<file path="src/rtl/smoldvi_symbol_aligner_if.sv">
// Lane-side bundle for the TMDS symbol aligner: DDR bit pair and resync in,
// aligned symbol stream with lock status and FSM state out.
interface smoldvi_symbol_aligner_if;
    logic       d_rise;
    logic       d_fall;
    logic       force_resync;
    logic [9:0] sym;
    logic       sym_valid;
    logic       sym_is_ctrl;
    logic [1:0] sym_ctrl;
    logic       locked;
    logic [3:0] offset;
    logic       dbg_state;

    // sym_valid is a ready-less strobe: the consumer must take sym, sym_is_ctrl
    // and sym_ctrl in the single cycle sym_valid is high; there is no backpressure.
    modport master (
        output d_rise, d_fall, force_resync,
        input  sym, sym_valid, sym_is_ctrl, sym_ctrl, locked, offset, dbg_state
    );
    modport slave (
        input  d_rise, d_fall, force_resync,
        output sym, sym_valid, sym_is_ctrl, sym_ctrl, locked, offset, dbg_state
    );
endinterface

</file>
<file path="src/rtl/smoldvi_symbol_aligner.sv">
// Assembles 10-bit TMDS symbols from a 2-bit-per-cycle DDR stream and hunts for
// the symbol boundary by bit-slipping until control tokens line up.
module smoldvi_symbol_aligner #(
    parameter int HUNT_TIMEOUT = 1024,
    parameter int LOCK_COUNT   = 8,
    parameter int LOSS_TIMEOUT = 4096
) (
    input  logic                      clk_x5,
    input  logic                      rst_n_x5,
    smoldvi_symbol_aligner_if.slave   bus
);
    localparam int HuntW = $clog2(HUNT_TIMEOUT + 1);
    localparam int RunW  = $clog2(LOCK_COUNT + 1);
    localparam int LossW = $clog2(LOSS_TIMEOUT + 1);

    typedef enum logic {
        ST_HUNT   = 1'b0,
        ST_LOCKED = 1'b1
    } state_t;

    state_t           state_q, state_d;
    logic [19:0]      sreg_q, sreg_d;
    logic [2:0]       phase_q, phase_d;
    logic [3:0]       offset_q, offset_d;
    logic [9:0]       sym_q, sym_d;
    logic             sym_valid_q, sym_valid_d;
    logic             sym_is_ctrl_q, sym_is_ctrl_d;
    logic [1:0]       sym_ctrl_q, sym_ctrl_d;
    logic             locked_q, locked_d;
    logic [HuntW-1:0] miss_ctr_q, miss_ctr_d;
    logic [RunW-1:0]  run_ctr_q, run_ctr_d;
    logic [LossW-1:0] loss_ctr_q, loss_ctr_d;

    logic [9:0]       window;
    logic [2:0]       decoded;
    logic [HuntW-1:0] miss_inc;
    logic [RunW-1:0]  run_inc;
    logic [LossW-1:0] loss_inc;

    function automatic logic [2:0] ctrl_decode(input logic [9:0] s);
        case (s)
            10'b1101010100: return 3'b100;
            10'b0010101011: return 3'b101;
            10'b0101010100: return 3'b110;
            10'b1010101011: return 3'b111;
            default:        return 3'b000;
        endcase
    endfunction

    function automatic logic [3:0] bump_offset(input logic [3:0] o);
        return (o >= 4'd9) ? 4'd0 : o + 4'd1;
    endfunction

    // sreg[0] is the oldest bit, so the window at offset N starts N bits later on the wire.
    always_comb begin
        case (offset_q)
            4'd0:    window = sreg_q[9:0];
            4'd1:    window = sreg_q[10:1];
            4'd2:    window = sreg_q[11:2];
            4'd3:    window = sreg_q[12:3];
            4'd4:    window = sreg_q[13:4];
            4'd5:    window = sreg_q[14:5];
            4'd6:    window = sreg_q[15:6];
            4'd7:    window = sreg_q[16:7];
            4'd8:    window = sreg_q[17:8];
            4'd9:    window = sreg_q[18:9];
            default: window = sreg_q[9:0];
        endcase
    end

    always_comb begin
        sreg_d        = {bus.d_fall, bus.d_rise, sreg_q[19:2]};
        phase_d       = (phase_q == 3'd4) ? 3'd0 : phase_q + 3'd1;
        sym_valid_d   = (phase_q == 3'd4);
        sym_d         = sym_q;
        sym_is_ctrl_d = sym_is_ctrl_q;
        sym_ctrl_d    = sym_ctrl_q;
        decoded       = ctrl_decode(window);
        if (phase_q == 3'd4) begin
            sym_d         = window;
            sym_is_ctrl_d = decoded[2];
            sym_ctrl_d    = decoded[1:0];
        end
    end

    assign miss_inc = (miss_ctr_q == HuntW'(HUNT_TIMEOUT)) ? miss_ctr_q : miss_ctr_q + HuntW'(1);
    assign run_inc  = (run_ctr_q == RunW'(LOCK_COUNT))     ? run_ctr_q  : run_ctr_q + RunW'(1);
    assign loss_inc = (loss_ctr_q == LossW'(LOSS_TIMEOUT)) ? loss_ctr_q : loss_ctr_q + LossW'(1);

    // The FSM looks at the registered symbol, i.e. on the cycle sym_valid is high.
    always_comb begin
        state_d    = state_q;
        offset_d   = offset_q;
        miss_ctr_d = miss_ctr_q;
        run_ctr_d  = run_ctr_q;
        loss_ctr_d = loss_ctr_q;
        if (sym_valid_q) begin
            case (state_q)
                ST_HUNT: begin
                    if (sym_is_ctrl_q) begin
                        miss_ctr_d = '0;
                        run_ctr_d  = run_inc;
                        if (run_inc == RunW'(LOCK_COUNT)) begin
                            state_d    = ST_LOCKED;
                            loss_ctr_d = '0;
                        end
                    end else begin
                        run_ctr_d = '0;
                        if (miss_inc == HuntW'(HUNT_TIMEOUT)) begin
                            offset_d   = bump_offset(offset_q);
                            miss_ctr_d = '0;
                        end else begin
                            miss_ctr_d = miss_inc;
                        end
                    end
                end
                ST_LOCKED: begin
                    if (sym_is_ctrl_q) begin
                        loss_ctr_d = '0;
                    end else begin
                        loss_ctr_d = loss_inc;
                        if (loss_inc == LossW'(LOSS_TIMEOUT)) begin
                            state_d    = ST_HUNT;
                            run_ctr_d  = '0;
                            miss_ctr_d = '0;
                        end
                    end
                end
                default: state_d = ST_HUNT;
            endcase
        end
        if (bus.force_resync) begin
            state_d    = ST_HUNT;
            offset_d   = bump_offset(offset_q);
            miss_ctr_d = '0;
            run_ctr_d  = '0;
            loss_ctr_d = '0;
        end
        locked_d = (state_d == ST_LOCKED);
    end

    always_ff @(posedge clk_x5 or negedge rst_n_x5) begin
        if (!rst_n_x5) begin
            state_q       <= ST_HUNT;
            sreg_q        <= '0;
            phase_q       <= '0;
            offset_q      <= '0;
            sym_q         <= '0;
            sym_valid_q   <= 1'b0;
            sym_is_ctrl_q <= 1'b0;
            sym_ctrl_q    <= '0;
            locked_q      <= 1'b0;
            miss_ctr_q    <= '0;
            run_ctr_q     <= '0;
            loss_ctr_q    <= '0;
        end else begin
            state_q       <= state_d;
            sreg_q        <= sreg_d;
            phase_q       <= phase_d;
            offset_q      <= offset_d;
            sym_q         <= sym_d;
            sym_valid_q   <= sym_valid_d;
            sym_is_ctrl_q <= sym_is_ctrl_d;
            sym_ctrl_q    <= sym_ctrl_d;
            locked_q      <= locked_d;
            miss_ctr_q    <= miss_ctr_d;
            run_ctr_q     <= run_ctr_d;
            loss_ctr_q    <= loss_ctr_d;
        end
    end

    assign bus.sym         = sym_q;
    assign bus.sym_valid   = sym_valid_q;
    assign bus.sym_is_ctrl = sym_is_ctrl_q;
    assign bus.sym_ctrl    = sym_ctrl_q;
    assign bus.locked      = locked_q;
    assign bus.offset      = offset_q;
    assign bus.dbg_state   = state_q;
endmodule

</file>
<file path="src/flat_wrapper.sv">
// flat-port wrapper written by rule: the top's interface ports become plain ports
module smoldvi_symbol_aligner_flat 
#(
    parameter int HUNT_TIMEOUT = 1024,
    parameter int LOCK_COUNT   = 8,
    parameter int LOSS_TIMEOUT = 4096
)
  (clk_x5, rst_n_x5, bus_d_rise, bus_d_fall, bus_force_resync, bus_sym, bus_sym_valid, bus_sym_is_ctrl, bus_sym_ctrl, bus_locked, bus_offset, bus_dbg_state);
  smoldvi_symbol_aligner_if bus_i ();
  input  logic clk_x5;
  input  logic rst_n_x5;
  input wire logic [$bits(bus_i.d_rise)-1:0] bus_d_rise;
  input wire logic [$bits(bus_i.d_fall)-1:0] bus_d_fall;
  input wire logic [$bits(bus_i.force_resync)-1:0] bus_force_resync;
  output wire logic [$bits(bus_i.sym)-1:0] bus_sym;
  output wire logic [$bits(bus_i.sym_valid)-1:0] bus_sym_valid;
  output wire logic [$bits(bus_i.sym_is_ctrl)-1:0] bus_sym_is_ctrl;
  output wire logic [$bits(bus_i.sym_ctrl)-1:0] bus_sym_ctrl;
  output wire logic [$bits(bus_i.locked)-1:0] bus_locked;
  output wire logic [$bits(bus_i.offset)-1:0] bus_offset;
  output wire logic [$bits(bus_i.dbg_state)-1:0] bus_dbg_state;
  assign bus_i.d_rise = bus_d_rise;
  assign bus_i.d_fall = bus_d_fall;
  assign bus_i.force_resync = bus_force_resync;
  assign bus_sym = bus_i.sym;
  assign bus_sym_valid = bus_i.sym_valid;
  assign bus_sym_is_ctrl = bus_i.sym_is_ctrl;
  assign bus_sym_ctrl = bus_i.sym_ctrl;
  assign bus_locked = bus_i.locked;
  assign bus_offset = bus_i.offset;
  assign bus_dbg_state = bus_i.dbg_state;
  smoldvi_symbol_aligner #(.HUNT_TIMEOUT(HUNT_TIMEOUT), .LOCK_COUNT(LOCK_COUNT), .LOSS_TIMEOUT(LOSS_TIMEOUT)) u_core (.clk_x5(clk_x5), .rst_n_x5(rst_n_x5), .bus(bus_i));
endmodule
</file>
<file path="config.mk">
export PLATFORM = sky130hd
export DESIGN_NAME = smoldvi_symbol_aligner_flat
export DESIGN_NICKNAME = d
export VERILOG_FILES = /design/src/rtl/smoldvi_symbol_aligner_if.sv /design/src/rtl/smoldvi_symbol_aligner.sv /design/src/flat_wrapper.sv
export SDC_FILE = /design/constraint.sdc
export NUM_CORES = 1
export LEC_CHECK = 0
export ABC_CLOCK_PERIOD_IN_PS = 2700
export BUFFER_PORTS_ARGS = -buffer_cell sky130_fd_sc_hd__buf_4
export CORE_MARGIN = 2
export CORE_UTILIZATION = 40
export CTS_BUF_LIST = sky130_fd_sc_hd__clkbuf_4
export DETAILED_ROUTE_END_ITERATION = 12
export GPL_TIMING_DRIVEN = 1
export PLACE_DENSITY = 0.55
export SYNTH_ARGS = -nofsm -noshare
export SYNTH_HDL_FRONTEND = slang
export SYNTH_SLANG_ARGS = --single-unit
export TNS_END_PERCENT = 5
</file>
<file path="constraint.sdc">
create_clock -name clk_x5 -period 2.7 [get_ports clk_x5]
set_input_delay 0.135 -clock clk_x5 [delete_from_list [all_inputs] [get_ports clk_x5]]
set_output_delay 0.135 -clock clk_x5 [all_outputs]
set_load 0.01 [all_outputs]
</file>
==> Yosys cells after proc, flatten, opt, wreduce, memory -nomap -nowiden <==
Index checks and enable logic that the tools add are counted.
{ "classes": {"add_sub_neg": 5, "magnitude_cmp": 1, "n_eq_ne": 26, "muxes": 38, "bitwise_logic": 1, "reduce_logical": 5} }
{ "op_table": {"columns": ["op", "count"], "rows": [
  ["one-hot mux 10 bit (9 select lines)", 1],
  ["two-way mux 13 bit", 6],
  ["two-way mux 11 bit", 7],
  ["two-way mux 4 bit", 12],
  ["equality test 13 bit, second input constant", 2],
  ["one-hot mux 13 bit (2 select lines)", 1],
  ["equality test 11 bit, second input constant", 2],
  ["one-hot mux 11 bit (2 select lines)", 1],
  ["equality test 10 bit, second input constant", 2],
  ["equality test 4 x 3 -> 1 bit, second input constant", 4],
  ["equality test 4 bit, second input constant", 4],
  ["adder 13 x 1 -> 13 bit, second input constant", 1],
  ["one-hot mux 3 bit (4 select lines)", 1],
  ["adder 11 x 1 -> 11 bit, second input constant", 1],
  ["equality test 10 x 8 -> 1 bit, second input constant", 1],
  ["equality test 10 x 9 -> 1 bit, second input constant", 1],
  ["adder 4 x 1 -> 4 bit, second input constant", 2],
  ["equality test 4 x 2 -> 1 bit, second input constant", 2],
  ["one-hot mux 4 bit (2 select lines)", 1],
  ["two-way mux 1 bit", 6],
  ["inequality test 3 x 2 -> 1 bit, second input constant", 2],
  ["inequality test 3 bit, second input constant", 2],
  ["AND reduction 3 bit", 2],
  ["equality test 4 x 1 -> 1 bit, second input constant", 1],
  ["other kinds (9)", 11]
]} }
{ "totals": {"register_bits": 70, "input_bits": 5, "out_inout_bits": 20, "word_cells": 87} }

==> Longest topological paths before layout <==
Gate-level depths: netlist of the first run.
{ "logic_depth": {"word_depth": 8, "ltp_mapped": 12, "depth_no_buf": 9} }

==> Worst setup path before layout of the first run <==
OpenSTA, ideal clock, no wires.
{ "synth_timing": {"path_type": "register to register", "from": "reg u_core.offset_q[1] (netlist: u_core.bus.offset[1])", "to": "reg u_core.sym_ctrl_q[1] (netlist: u_core.bus.sym_ctrl[1])", "setup_ps": 64, "arrival_time_ps": 2587, "required_time_ps": 2636, "slack_ps": 49, "path_stages_with_launch": 11, "n_path_buf": 1, "period_less_slack_ps": 2651, "cell_sequence": "dfrtp_1 > inv_1 > ha_1 > buf_6 > a222oi_1 > a22oi_1 > a221o_1 > a2111oi_4 > nand3_2 > nor4b_4 > a21o_1"} }
{ "synth_via": {"elab_chain_len": 4, "word_cells_on_any_way": 15, "classes_between": "13 x eq/ne; 2 x mux"} }
{ "synth_lines": {"columns": ["element", "line", "source"], "rows": [
  ["start: declaration", "smoldvi_symbol_aligner.sv:24", "logic [3:0] offset_q, offset_d;"],
  ["start signal: assignment", "smoldvi_symbol_aligner.sv:160", "offset_q <= offset_d;"],
  ["equality test 4 bit, or another cell as far along", "smoldvi_symbol_aligner.sv:56", "case (offset_q)"],
  ["one-hot mux 10 bit (9 select lines) *", "smoldvi_symbol_aligner.sv:56", null],
  ["equality test 10 bit, or another cell as far along", "smoldvi_symbol_aligner.sv:41", "case (s)"],
  ["one-hot mux 3 bit (4 select lines) *", "smoldvi_symbol_aligner.sv:41", null],
  ["end signal: assignment", "smoldvi_symbol_aligner.sv:164", "sym_ctrl_q <= sym_ctrl_d;"],
  ["end: declaration", "smoldvi_symbol_aligner.sv:28", "logic [1:0] sym_ctrl_q, sym_ctrl_d;"]
]} }
Every way passes the cells marked *; elsewhere a longest branch is shown, timed or not.
A chain may end at the register's enable or synchronous reset.

==> Worst setup path in the final report of the first run <==
{ "layout_timing": {"from": "reg u_core.offset_q[0] (netlist: u_core.bus.offset[0])", "to": "reg u_core.sym_ctrl_q[1] (netlist: u_core.bus.sym_ctrl[1])"} }
The elaborated chain is that of the path after synthesis.

==> Implementation_results.wiki, run 1 <==
{| class="wikitable"
! Metric !! Value
|-
| Count of pins on the block boundary || 25
|-
| Clock slew seen by the registers of the worst setup and hold paths || approximately 130 ps
|-
| Total number of clock tree sinks || 70
|-
| Count of cell types in the netlist || slightly above 70
|-
| Synthesized area per cell || between 8 and 9 µm²
|-
| Nets || 584
|-
| Count of TritonRoute iterations in the first routing pass || 6
|-
| Critical Setup Path Class || reg2reg
|-
| Count of final hold-check violations || 0
|-
| Wire length per cell after detailed routing || between 15 and 20 µm
|-
| Outcome || finished, final reports clean
|-
| Arrival time reported for the critical path endpoint || 3090 ps
|-
| Cell area after technology mapping || approximately 4400 µm²
|-
| Worst-Skew Late Latency || 460 ps
|-
| DRC violations left || 0
|-
| Area of the die || 11900 µm²
|-
| Hold Path Class || in2async
|-
| Number of buffers on the longest clock path || 2
|-
| Reg-to-reg critical path endpoint || u_core.bus.sym_ctrl[1]
|-
| Die width || 109 µm
|-
| Biggest fanout along the worst timing path || 7
|-
| Row count || 38
|-
| Worst Setup Start Kind || flop
|-
| Number of setup violations in the final report || 0
|-
| Reg2reg start || u_core.bus.offset[0]
|-
| Placement-stage worst setup slack || -53.4 ps
|-
| Proportion of layout cells with a drive suffix above 1 || 0.184
|-
| Number of nets produced by synthesis || roughly 530
|-
| Half-perimeter wire length after placement || roughly 8100 µm
|-
| Drt first-iter violations || approximately 380
|-
| Finished Layout Cells || about 710
|-
| Vias per Instance || 5.77
|-
| Total power density per cell area || around 890 nW/µm²
|-
| Number of buffers added on ports || 24
|-
| First-pass GRT wire length || 19500 µm
|-
| Required time of the critical path || between 3000 and 4000 ps
|-
| Max Clk Rate || between 300 and 400 MHz
|-
| Part of the cycle the worst path needs || 0.991
|-
| Max Cap Violations || 0
|-
| Synth Register Bits || 70
|-
| Largest net degree at the start of global routing || ~70
|-
| Number of antenna violations at the first check in global routing || 0
|-
| Count of flip-flops with a built-in enable after synthesis || 0
|-
| Total number of vias || 4110
|-
| Leakage dissipation || around 2.3 nW
|-
| Transition time of the tightest slew-check pin || between 900 and 1000 ps
|-
| Core region area || between 10000 and 15000 µm²
|-
| Synthesis Warnings || 0
|-
| Remaining antenna violation count after routing || 0
|-
| Clock buffer count from CTS || 9
|-
| Placed Cells || slightly below 700
|-
| Number of inserted diodes || 0
|-
| Register area share after synthesis || 0.395
|-
| Clock Root Buffer || sky130_fd_sc_hd__clkbuf_4
|-
| Final critical-path required period || between 2000 and 3000 ps
|-
| Via count of the first global-routing pass || just under 4000
|-
| Number of H-tree branching levels || 3
|-
| Global-route usage over all layers || 0.210
|-
| Clk_skew || ~17 ps
|-
| Reg-to-reg slack, setup || roughly 23 ps
|-
| Synth-to-layout area growth || 17.6%
|-
| Tightest hold margin || ~310 ps
|-
| RSZ-0062 raised after global routing || true
|-
| Top_reg_cell synth || sky130_fd_sc_hd__dfrtp_1
|-
| Die Y-Extent || approximately 110 µm
|-
| Kind of end point of the critical path || flop
|-
| Starting Density || 0.409
|-
| Detailed Route WL || approximately 12000 µm
|-
| Share of synthesized flip-flops with an asynchronous set or reset || 1.00
|-
| Worst R2R Path Depth || 11
|-
| Max Slew Vio Count || 0
|-
| Leftover overflow at the end of global routing || 0
|-
| Final Total Pwr || 4.64 mW
|-
| Peak supply drop || between 0.0004 and 0.0005 V
|-
| Clock tree from TritonCTS || yes
|-
| Worst slew margin || 0.388
|-
| Global placer's final weighted congestion || 0.892
|-
| Setup WS post-layout || ~23 ps
|-
| Cell count after synthesis || 509
|}
## stage by stage
step | instance area, µm² | TNS [ps] | utilization
after floorplan | 4430 | 0 | -
after global placement | 5020 | -17.2 | 0.463
after detailed placement | 5020 | -125 | 0.463
after CTS | 5200 | 0 | 0.480
after global routing | 5220 | -368 | 0.481
final | 5220 | 0 | 0.481
## power by group
group          leakage [nW]  total, mW  internal [mW]  switching, mW
Combinational          1.29       2.53           1.24           1.29
Clock                0.0681      0.703          0.289          0.414
Sequential            0.891       1.40           1.20          0.200
Total                  2.25       4.64           2.73           1.91
## layout by cell type, fill, tap and decap left out, types with 5 or more instances in the layout
cell type / netlist / routed
sky130_fd_sc_hd__clkbuf_4: 0 / 10
sky130_fd_sc_hd__o21ai_0: 38 / 38
sky130_fd_sc_hd__nand4_1: 8 / 8
sky130_fd_sc_hd__nand3_1: 24 / 24
sky130_fd_sc_hd__nand2b_1: 7 / 7
sky130_fd_sc_hd__nand2_1: 49 / 49
sky130_fd_sc_hd__a21oi_1: 26 / 26
sky130_fd_sc_hd__a31oi_1: 13 / 13
sky130_fd_sc_hd__a211oi_1: 7 / 7
sky130_fd_sc_hd__and2_1: 5 / 5
sky130_fd_sc_hd__nor2_1: 35 / 35
sky130_fd_sc_hd__xnor2_1: 7 / 7
sky130_fd_sc_hd__a22oi_1: 11 / 11
sky130_fd_sc_hd__o21ai_1: 6 / 6
sky130_fd_sc_hd__nor2b_1: 6 / 5
sky130_fd_sc_hd__mux2i_1: 11 / 11
sky130_fd_sc_hd__buf_4: 4 / 81
sky130_fd_sc_hd__nor4b_1: 5 / 5
sky130_fd_sc_hd__a22o_1: 7 / 7
sky130_fd_sc_hd__inv_1: 26 / 26
sky130_fd_sc_hd__nor3_1: 12 / 12
sky130_fd_sc_hd__dfrtp_1: 70 / 70
sky130_fd_sc_hd__and3_1: 6 / 6
sky130_fd_sc_hd__ha_1: 12 / 11
## logic make-up after synthesis
group | count (synthesis) | synth area share
DFF | 70 | 0.395
xor gates and xnor gates | 10 | 0.0198
buffers and inverters | 64 | 0.0632
AOI/OAI and AO/OA | 159 | 0.246
and+or+nand+nor | 182 | 0.215
adders and majority gates | 12 | 0.0339
muxes | 12 | 0.0274
## registers in the layout, summed over array words and instances (netlist names)
signal                  cells
u_core.bus.dbg_state        1
u_core.bus.offset           4
u_core.bus.sym             10
u_core.bus.sym_ctrl         2
u_core.bus.sym_is_ctrl      1
u_core.bus.sym_valid        1
u_core.loss_ctr_q          13
u_core.miss_ctr_q          11
u_core.phase_q              3
u_core.run_ctr_q            4
u_core.sreg_q              20
## worst max path at each step
stage                    startpoint                endpoint  cells past startpoint
2_1_floorplan  u_core.bus.offset[1]  u_core.bus.sym_ctrl[1]                     10
3_3_place_gp   u_core.bus.offset[0]  u_core.bus.sym_ctrl[1]                      8
3_5_place_dp   u_core.bus.offset[0]  u_core.bus.sym_ctrl[1]                      8
4_1_cts        u_core.bus.offset[1]  u_core.bus.sym_is_ctrl                     10
5_1_grt        u_core.bus.offset[0]  u_core.bus.sym_is_ctrl                     10
6_report       u_core.bus.offset[0]  u_core.bus.sym_ctrl[1]                     11
## cell type report
cell class / instances / area (µm²)
tap: 140 / 175
timing repair buffer: 85 / 648
clock inverter: 6 / 61.3
fill: 1032 / 5620
multi-input combinational: 375 / 2410
inverter: 26 / 97.6
sequential: 70 / 1750
clock buffer: 10 / 75.1
## worst max-delay path: stages (launching register included)
cell and delay [ps]:
sky130_fd_sc_hd__dfrtp_1 430, sky130_fd_sc_hd__inv_1 100, sky130_fd_sc_hd__ha_1 220, sky130_fd_sc_hd__buf_4 170
sky130_fd_sc_hd__or3_1 400, sky130_fd_sc_hd__buf_4 150, sky130_fd_sc_hd__o211ai_1 220, sky130_fd_sc_hd__a221o_1 290
sky130_fd_sc_hd__nand4_1 120, sky130_fd_sc_hd__nor3_1 260, sky130_fd_sc_hd__a32o_1 210, sky130_fd_sc_hd__a21o_1 80
## synthesized netlist by cell type, drive strengths merged (3+ instances only)
cell type,n,share of area
a211oi,7,0.012
a21boi,3,0.0051
a21o,4,0.0068
a21oi,26,0.029
a221o,3,0.0068
a222oi,4,0.0090
a22o,7,0.014
a22oi,12,0.021
a31oi,13,0.018
a32o,3,0.0068
and2,5,0.0071
and3,6,0.0085
and4,4,0.0079
buf,18,0.024
clkbuf,20,0.017
dfrtp,70,0.40
ha,12,0.034
inv,26,0.022
mux2i,11,0.025
nand2,49,0.041
nand2b,7,0.0099
nand3,25,0.029
nand3b,4,0.0068
nand4,8,0.011
nor2,35,0.030
nor2b,6,0.0085
nor3,12,0.014
nor4b,6,0.015
o211ai,4,0.0068
o21ai,44,0.050
o22ai,3,0.0042
o32ai,3,0.0059
xnor2,7,0.014
xor2,3,0.0059
## what timing repair did
action                                 4_1_cts  5_1_grt
setup endpoints to repair                    3       15
pin swaps                                    1        2
endpoints found under the hold margin       74        0
hold buffers                                 4        0
gates resized for setup                      0        2
setup buffers                                1        1
## routing by layer
layer | global-route usage | up-vias | wire, µm
met5 | 0 | - | 0
met4 | 0.0796 | 0 | 238
met3 | 0.0545 | 19 | 441
met2 | 0.326 | 102 | 5470
met1 | 0.282 | 1991 | 5550
li1 | - | 1998 | -
(Power assumes the default switching activity.)
==> run 2: changes to the inputs <==
--- a/config.mk
+++ b/config.mk
@@ -6,10 +6,11 @@
 export NUM_CORES = 1
 export LEC_CHECK = 0
 export ABC_CLOCK_PERIOD_IN_PS = 2700
-export BUFFER_PORTS_ARGS = -buffer_cell sky130_fd_sc_hd__buf_4
+export BUFFER_PORTS_ARGS = -buffer_cell sky130_fd_sc_hd__clkbuf_2
 export CORE_MARGIN = 2
 export CORE_UTILIZATION = 40
 export CTS_BUF_LIST = sky130_fd_sc_hd__clkbuf_4
+export CTS_CLUSTER_SIZE = 24
 export DETAILED_ROUTE_END_ITERATION = 12
 export GPL_TIMING_DRIVEN = 1
 export PLACE_DENSITY = 0.55
==> Implementation_results.wiki, run 2 (synthesis gave the netlist of run 1 again) <==
{| class="wikitable"
! Metric !! Value
|-
| Reg-to-reg slack, setup || -10 ps (-40 ps)
|-
| Leakage dissipation || 2.21 nW (-2.0%)
|-
| Reg2reg start || u_core.bus.offset[0]
|-
| Largest net degree at the start of global routing || 71 (unchanged)
|-
| Number of inserted diodes || 0 (unchanged)
|-
| Number of buffers added on ports || 24 (unchanged)
|-
| Part of the cycle the worst path needs || 1.00 (+0.0136)
|-
| GR peak layer || met2
|-
| Fraction of met2 tracks used by global routing || 0.330 (+0.00444)
|-
| Global-route usage over all layers || 0.214 (+0.00381)
|-
| Number of antenna violations at the first check in global routing || 0 (unchanged)
|-
| Area of the die || 11900 µm² (unchanged)
|-
| Count of pins on the block boundary || 25 (unchanged)
|-
| Vias per Instance || 5.81 (+0.67%)
|-
| GR Layer Usage met1 || 0.293 (+0.0111)
|-
| Clock Root Buffer || sky130_fd_sc_hd__clkbuf_4
|-
| Starting Density || 0.409 (unchanged)
|-
| Die Y-Extent || 109 µm (unchanged)
|-
| Worst slew margin || 0.395 (+0.00705)
|-
| Leftover overflow at the end of global routing || 0 (unchanged)
|-
| Drt first-iter violations || 429 (+12%)
|-
| Max Cap Violations || 0 (unchanged)
|-
| Filler cells || 1039 (+0.68%)
|-
| Clock buffer count from CTS || 9 (unchanged)
|-
| Peak supply drop || 0.000460 V (+12%)
|-
| Setup Total Neg Slack || -16.8 ps (-16.8 ps)
|-
| Synth-to-layout area growth || 15.2%
|-
| Launch point of the critical path || u_core.bus.offset[0]
|-
| Worst R2R Path Depth || 10 (-1)
|-
| Violated checks || setup timing
|-
| Largest reg by FF count || u_core.sreg_q
|-
| Worst setup path endpoint || u_core.bus.sym_ctrl[1]
|-
| Kind of end point of the critical path || flop
|-
| Max reg flops || 20 (unchanged)
|-
| Count of final hold-check violations || 0 (unchanged)
|-
| Worst Setup Start Kind || flop
|-
| Total number of vias || 4091 (-0.46%)
|-
| Leading cell type in the layout, fill and taps excluded || sky130_fd_sc_hd__dfrtp_1
|-
| Wire length per cell after detailed routing || 16.7 µm (+1.6%)
|-
| Via count of the first global-routing pass || 3989 (+2.2%)
|-
| Core region area || 10800 µm² (unchanged)
|-
| Leading cell types in the layout, fill and taps excluded || sky130_fd_sc_hd__dfrtp_1 (68), sky130_fd_sc_hd__buf_4 (50), sky130_fd_sc_hd__nand2_1 (49)
|-
| GR met3 Demand/Resource || 0.0456 (-0.00889)
|-
| RSZ-0062 raised after global routing || true
|-
| First-pass GRT wire length || 20000 µm (+2.6%)
|-
| DRC violations left || 0 (unchanged)
|-
| Reg-to-reg critical path endpoint || u_core.bus.sym_ctrl[1]
|-
| Area occupied by multi-input gates || 2410 µm² (+0.26%)
|-
| Count of TritonRoute iterations in the first routing pass || 7 (+1)
|-
| Hold Path Class || in2async
|-
| Number of H-tree branching levels || 3 (unchanged)
|-
| Placement-stage worst setup slack || -74.2 ps (-20.9 ps)
|-
| Number of setup violations in the final report || 2 (+2)
|-
| Die width || 109 µm (unchanged)
|-
| Detailed Route WL || 11800 µm (+0.48%)
|-
| Final critical-path required period || 2710 ps (+36.7 ps)
|-
| Register Area || 1750 µm² (+0.14%)
|-
| Clock tree from TritonCTS || yes
|-
| Remaining antenna violation count after routing || 0 (unchanged)
|-
| Max Clk Rate || 369 MHz (-1.4%)
|-
| Row count || 38 (unchanged)
|-
| Clk_skew || 19.7 ps (+2.78 ps)
|-
| Total number of clock tree sinks || 70 (unchanged)
|-
| Global placer's final weighted congestion || 0.871 (-2.4%)
|-
| Worst-Skew Late Latency || 460 ps (about the same)
|-
| Total power density per cell area || 880 nW/µm² (-1.0%)
|-
| Max Slew Vio Count || 0 (unchanged)
|-
| Number of buffers on the longest clock path || 2 (unchanged)
|-
| Outcome || finished with violations
|-
| Arrival time reported for the critical path endpoint || 3120 ps (+30 ps)
|-
| Setup WS post-layout || -13.4 ps (-36.7 ps)
|-
| Required time of the critical path || 3100 ps (about the same)
|-
| Biggest fanout along the worst timing path || 4 (-3)
|-
| Half-perimeter wire length after placement || 8210 µm (+1.1%)
|-
| Nets || 576 (-1.4%)
|-
| Largest registers ranked by flip-flop count || u_core.sreg_q (20), u_core.loss_ctr_q (13), u_core.miss_ctr_q (11)
|-
| Proportion of layout cells with a drive suffix above 1 || 0.179 (-0.00449)
|-
| Transition time of the tightest slew-check pin || 907 ps (-10.6 ps)
|-
| Clock slew seen by the registers of the worst setup and hold paths || 120 ps (about the same)
|-
| Critical Setup Path Class || reg2reg
|}
run 2: changes by cell type in the layout (fill, tap and decap cells not counted), moves of 2 or more:
| cell | change |
|---|---|
| sky130_fd_sc_hd__clkbuf_4 | +2 |
| sky130_fd_sc_hd__clkinvlp_4 | -2 |
| sky130_fd_sc_hd__buf_4 | -31 |
| sky130_fd_sc_hd__dfrtp_1 | -2 |
| sky130_fd_sc_hd__clkbuf_2 | +23 |
| sky130_fd_sc_hd__dfrtp_2 | +2 |
run 2: worst min-delay path by stage:
stage | start | end | slack (ps) | cells after the start
after floorplan | rst_n_x5 | u_core.bus.dbg_state | -160 | 0
after global placement | bus_d_rise | u_core.sreg_q[18] | 250 | 1
after detailed placement | bus_d_fall | u_core.sreg_q[19] | 240 | 1
after CTS | bus_d_fall | u_core.sreg_q[19] | 300 | 2
after global routing | bus_d_rise | u_core.sreg_q[18] | 320 | 2
final | rst_n_x5 | u_core.miss_ctr_q[9] | 320 | 2
run 2: power by group:
part | leakage, nW | switching [mW] | internal, mW
registers | 0.889 | 0.189 | 1.20
logic | 1.24 | 1.31 | 1.11
clock network | 0.0789 | 0.378 | 0.311
run 2: repair_timing:
item / CTS / global route
endpoints found under the setup margin: 3 / 21
hold buffers: 4 / 0
buffers inserted: 1 / 0
pin swaps: 3 / 0
resized for setup: 1 / 4
hold endpoints to repair: 74 / 0
run 2: metrics by stage:
step,total power [mW],util,hold slack [ps],instance area (µm²),cells
CTS,4.52,0.470,298,5100,704
global route,4.87,0.471,324,5110,704
global placement,3.76,0.453,245,4910,683
detailed placement,3.77,0.453,245,4910,683
finish,4.50,0.471,316,5110,704
floorplan,2.84,-,-161,4430,509
run 2: routing by layer:
metal	vias to the layer above	wire length, µm
li1	1976	-
met1	1971	5470
met2	117	5430
met3	27	565
met4	0	289
met5	-	0
run 2: cell type report:
| type | count | area share |
|---|---|---|
| multi-input cells | 375 | 0.472 |
| flip-flops and latches | 70 | 0.343 |
| repair buffers | 77 | 0.104 |
| well taps | 140 | 0.0343 |
| inverters | 26 | 0.0191 |
| clock buffers | 12 | 0.0176 |
| clock inverters | 4 | 0.00931 |
run 2: worst max-delay path: stages, from the launching register on:
cell and delay, ps:
sky130_fd_sc_hd__dfrtp_1 410, sky130_fd_sc_hd__inv_1 70, sky130_fd_sc_hd__ha_1 210, sky130_fd_sc_hd__a222oi_1 380, sky130_fd_sc_hd__buf_4 200, sky130_fd_sc_hd__a22oi_1 80
sky130_fd_sc_hd__a221o_1 390, sky130_fd_sc_hd__a2111oi_4 360, sky130_fd_sc_hd__nand3_2 130, sky130_fd_sc_hd__nor4b_4 290, sky130_fd_sc_hd__a21o_1 150
==> run 3: changes to the inputs <==
--- a/config.mk
+++ b/config.mk
@@ -14,6 +14,7 @@
 export DETAILED_ROUTE_END_ITERATION = 12
 export GPL_TIMING_DRIVEN = 1
 export PLACE_DENSITY = 0.55
+export SKIP_LAST_GASP = 1
 export SYNTH_ARGS = -nofsm -noshare
 export SYNTH_HDL_FRONTEND = slang
 export SYNTH_SLANG_ARGS = --single-unit
==> Implementation_results.wiki, run 3 (synthesis gave the netlist of run 1 again) <==
{| class="wikitable"
! Metric !! Value
|-
| Total number of clock tree sinks || 70 (unchanged)
|-
| Area of the die || 11900 µm² (unchanged)
|-
| Biggest fanout along the worst timing path || 4 (unchanged)
|-
| Vias per Instance || 5.79 (-0.32%)
|-
| Arrival time reported for the critical path endpoint || 3100 ps (-20 ps)
|-
| Clock Root Buffer || sky130_fd_sc_hd__clkbuf_4
|-
| Proportion of layout cells with a drive suffix above 1 || 0.174 (-0.00532)
|-
| Part of the cycle the worst path needs || 1.00 (-0.00226)
|-
| DRC violations left || 0 (unchanged)
|-
| Max Clk Rate || 369 MHz (+0.22%)
|-
| Largest registers ranked by flip-flop count || u_core.sreg_q (20), u_core.loss_ctr_q (13), u_core.miss_ctr_q (11)
|-
| Critical Setup Path Class || reg2reg
|-
| Number of buffers added on ports || 24 (unchanged)
|-
| Clk_skew || 20.8 ps (+1.13 ps)
|-
| Number of H-tree branching levels || 3 (unchanged)
|-
| Worst Setup Start Kind || flop
|-
| Outcome || finished with violations
|-
| Largest reg by FF count || u_core.sreg_q
|-
| Leftover overflow at the end of global routing || 0 (unchanged)
|-
| Starting Density || 0.409 (unchanged)
|-
| Total power density per cell area || 880 nW/µm² (about the same)
|-
| Violated checks || setup timing
|-
| Hold Path Class || in2async
|-
| Max Cap Violations || 0 (unchanged)
|-
| Max reg flops || 20 (unchanged)
|-
| Number of buffers on the longest clock path || 2 (unchanged)
|-
| Largest net degree at the start of global routing || 71 (unchanged)
|-
| Required time of the critical path || 3090 ps (about the same)
|-
| Number of setup violations in the final report || 1 (-1)
|-
| Max Slew Vio Count || 0 (unchanged)
|-
| Synth-to-layout area growth || 15.0%
|-
| Peak supply drop || 0.000460 V (+0.15%)
|-
| Row count || 38 (unchanged)
|-
| Number of antenna violations at the first check in global routing || 0 (unchanged)
|-
| Launch point of the critical path || u_core.bus.offset[0]
|-
| Worst slew margin || 0.395 (-0.000741)
|-
| Final critical-path required period || 2710 ps (-6.09 ps)
|-
| Wire length per cell after detailed routing || 16.8 µm (+0.88%)
|-
| Drt first-iter violations || 402 (-6.3%)
|-
| Total number of vias || 4078 (-0.32%)
|-
| Nets || 576 (unchanged)
|-
| First-pass GRT wire length || 20000 µm (unchanged)
|-
| Remaining antenna violation count after routing || 0 (unchanged)
|-
| Clock slew seen by the registers of the worst setup and hold paths || 120 ps (about the same)
|-
| Die width || 109 µm (unchanged)
|-
| Half-perimeter wire length after placement || 8210 µm (unchanged)
|-
| Core region area || 10800 µm² (unchanged)
|-
| Count of pins on the block boundary || 25 (unchanged)
|-
| Transition time of the tightest slew-check pin || 908 ps (+1.11 ps)
|-
| Leading cell type in the layout, fill and taps excluded || sky130_fd_sc_hd__dfrtp_1
|-
| Worst-Skew Late Latency || 450 ps (about the same)
|-
| Setup WS post-layout || -7.31 ps (+6.09 ps)
|-
| Reg2reg start || u_core.bus.offset[0]
|-
| Via count of the first global-routing pass || 3989 (unchanged)
|-
| Leakage dissipation || 2.21 nW (about the same)
|-
| Leading cell types in the layout, fill and taps excluded || sky130_fd_sc_hd__dfrtp_1 (70), sky130_fd_sc_hd__buf_4 (50), sky130_fd_sc_hd__nand2_1 (49)
|-
| Die Y-Extent || 109 µm (unchanged)
|-
| Cell area after layout || 5100 µm² (-0.15%)
|-
| Reg-to-reg critical path endpoint || u_core.bus.sym_ctrl[1]
|-
| Total cell area at the placement stage || 4910 µm² (unchanged)
|-
| Clock buffer count from CTS || 9 (unchanged)
|-
| Count of TritonRoute iterations in the first routing pass || 6 (-1)
|-
| Reg-to-reg slack, setup || -7 ps (about the same)
|-
| Worst R2R Path Depth || 10 (unchanged)
|-
| Setup Total Neg Slack || -7.31 ps (+9.48 ps)
|-
| Global placer's final weighted congestion || 0.871 (unchanged)
|-
| Clock tree from TritonCTS || yes
|-
| Global-route usage over all layers || 0.214 (unchanged)
|-
| Kind of end point of the critical path || flop
|-
| Detailed Route WL || 11900 µm (+0.88%)
|-
| Number of inserted diodes || 0 (unchanged)
|-
| RSZ-0062 raised after global routing || true
|-
| Count of final hold-check violations || 0 (unchanged)
|}
==> run 3: worst max path at each step <==
| stage | endpoint | slack, ps | cells after the start |
|---|---|---|---|
| after detailed placement | u_core.bus.sym_is_ctrl | -70 | 10 |
| after global placement | u_core.bus.sym_ctrl[1] | -9 | 10 |
| after floorplan | u_core.bus.sym_ctrl[1] | 50 | 10 |
| after global routing | u_core.bus.sym_ctrl[1] | -180 | 12 |
| after CTS | u_core.bus.sym_ctrl[1] | 10 | 11 |
| final | u_core.bus.sym_ctrl[1] | -7 | 10 |
==> run 3: metal layers <==
metal	part of all wire	GRT usage
met1	0.46	0.293
met2	0.46	0.330
met3	0.047	0.0456
met4	0.025	0.0850
met5	0	0
==> run 3: through the flow <==
step	power [mW]	cells	worst slack (ps)	utilization	hold WS (ps)
after floorplan	2.84	509	48.8	-	-161
after global placement	3.76	683	-8.89	0.453	245
after detailed placement	3.77	683	-74.2	0.453	245
after CTS	4.52	704	10.3	0.470	298
after global routing	4.86	704	-185	0.471	324
final	4.49	704	-7.31	0.471	325
==> run 3: cell type report <==
class	count	area, µm²
well taps	140	175
repair buffers	77	531
flip-flops and latches	70	1750
multi-input cells	375	2410
fillers	1042	5740
clock inverters	4	47.5
inverters	26	97.6
clock buffers	12	90.1
==> run 3: what timing repair did <==
| action | 4_1_cts | 5_1_grt |
|---|---|---|
| endpoints found under the hold margin | 74 | 0 |
| gates resized for setup | 1 | 1 |
| setup buffers | 1 | 0 |
| pin swaps | 3 | 0 |
| hold buffers | 4 | 0 |
| setup endpoints to repair | 3 | 21 |
==> run 3: critical path, stage by stage, from the launching register on <==
cell                        delay (ps)
sky130_fd_sc_hd__dfrtp_1           410
sky130_fd_sc_hd__inv_1              70
sky130_fd_sc_hd__ha_1              210
sky130_fd_sc_hd__a222oi_1          370
sky130_fd_sc_hd__buf_4             200
sky130_fd_sc_hd__a22oi_1            80
sky130_fd_sc_hd__a221o_1           390
sky130_fd_sc_hd__a2111oi_4         350
sky130_fd_sc_hd__nand3_2           130
sky130_fd_sc_hd__nor4b_4           290
sky130_fd_sc_hd__a21o_1            150
==> run 3: power by group <==
part,leakage (nW),switching (mW),internal (mW)
sequential,0.891,0.189,1.20
clock,0.0789,0.375,0.311
combinational,1.24,1.31,1.10
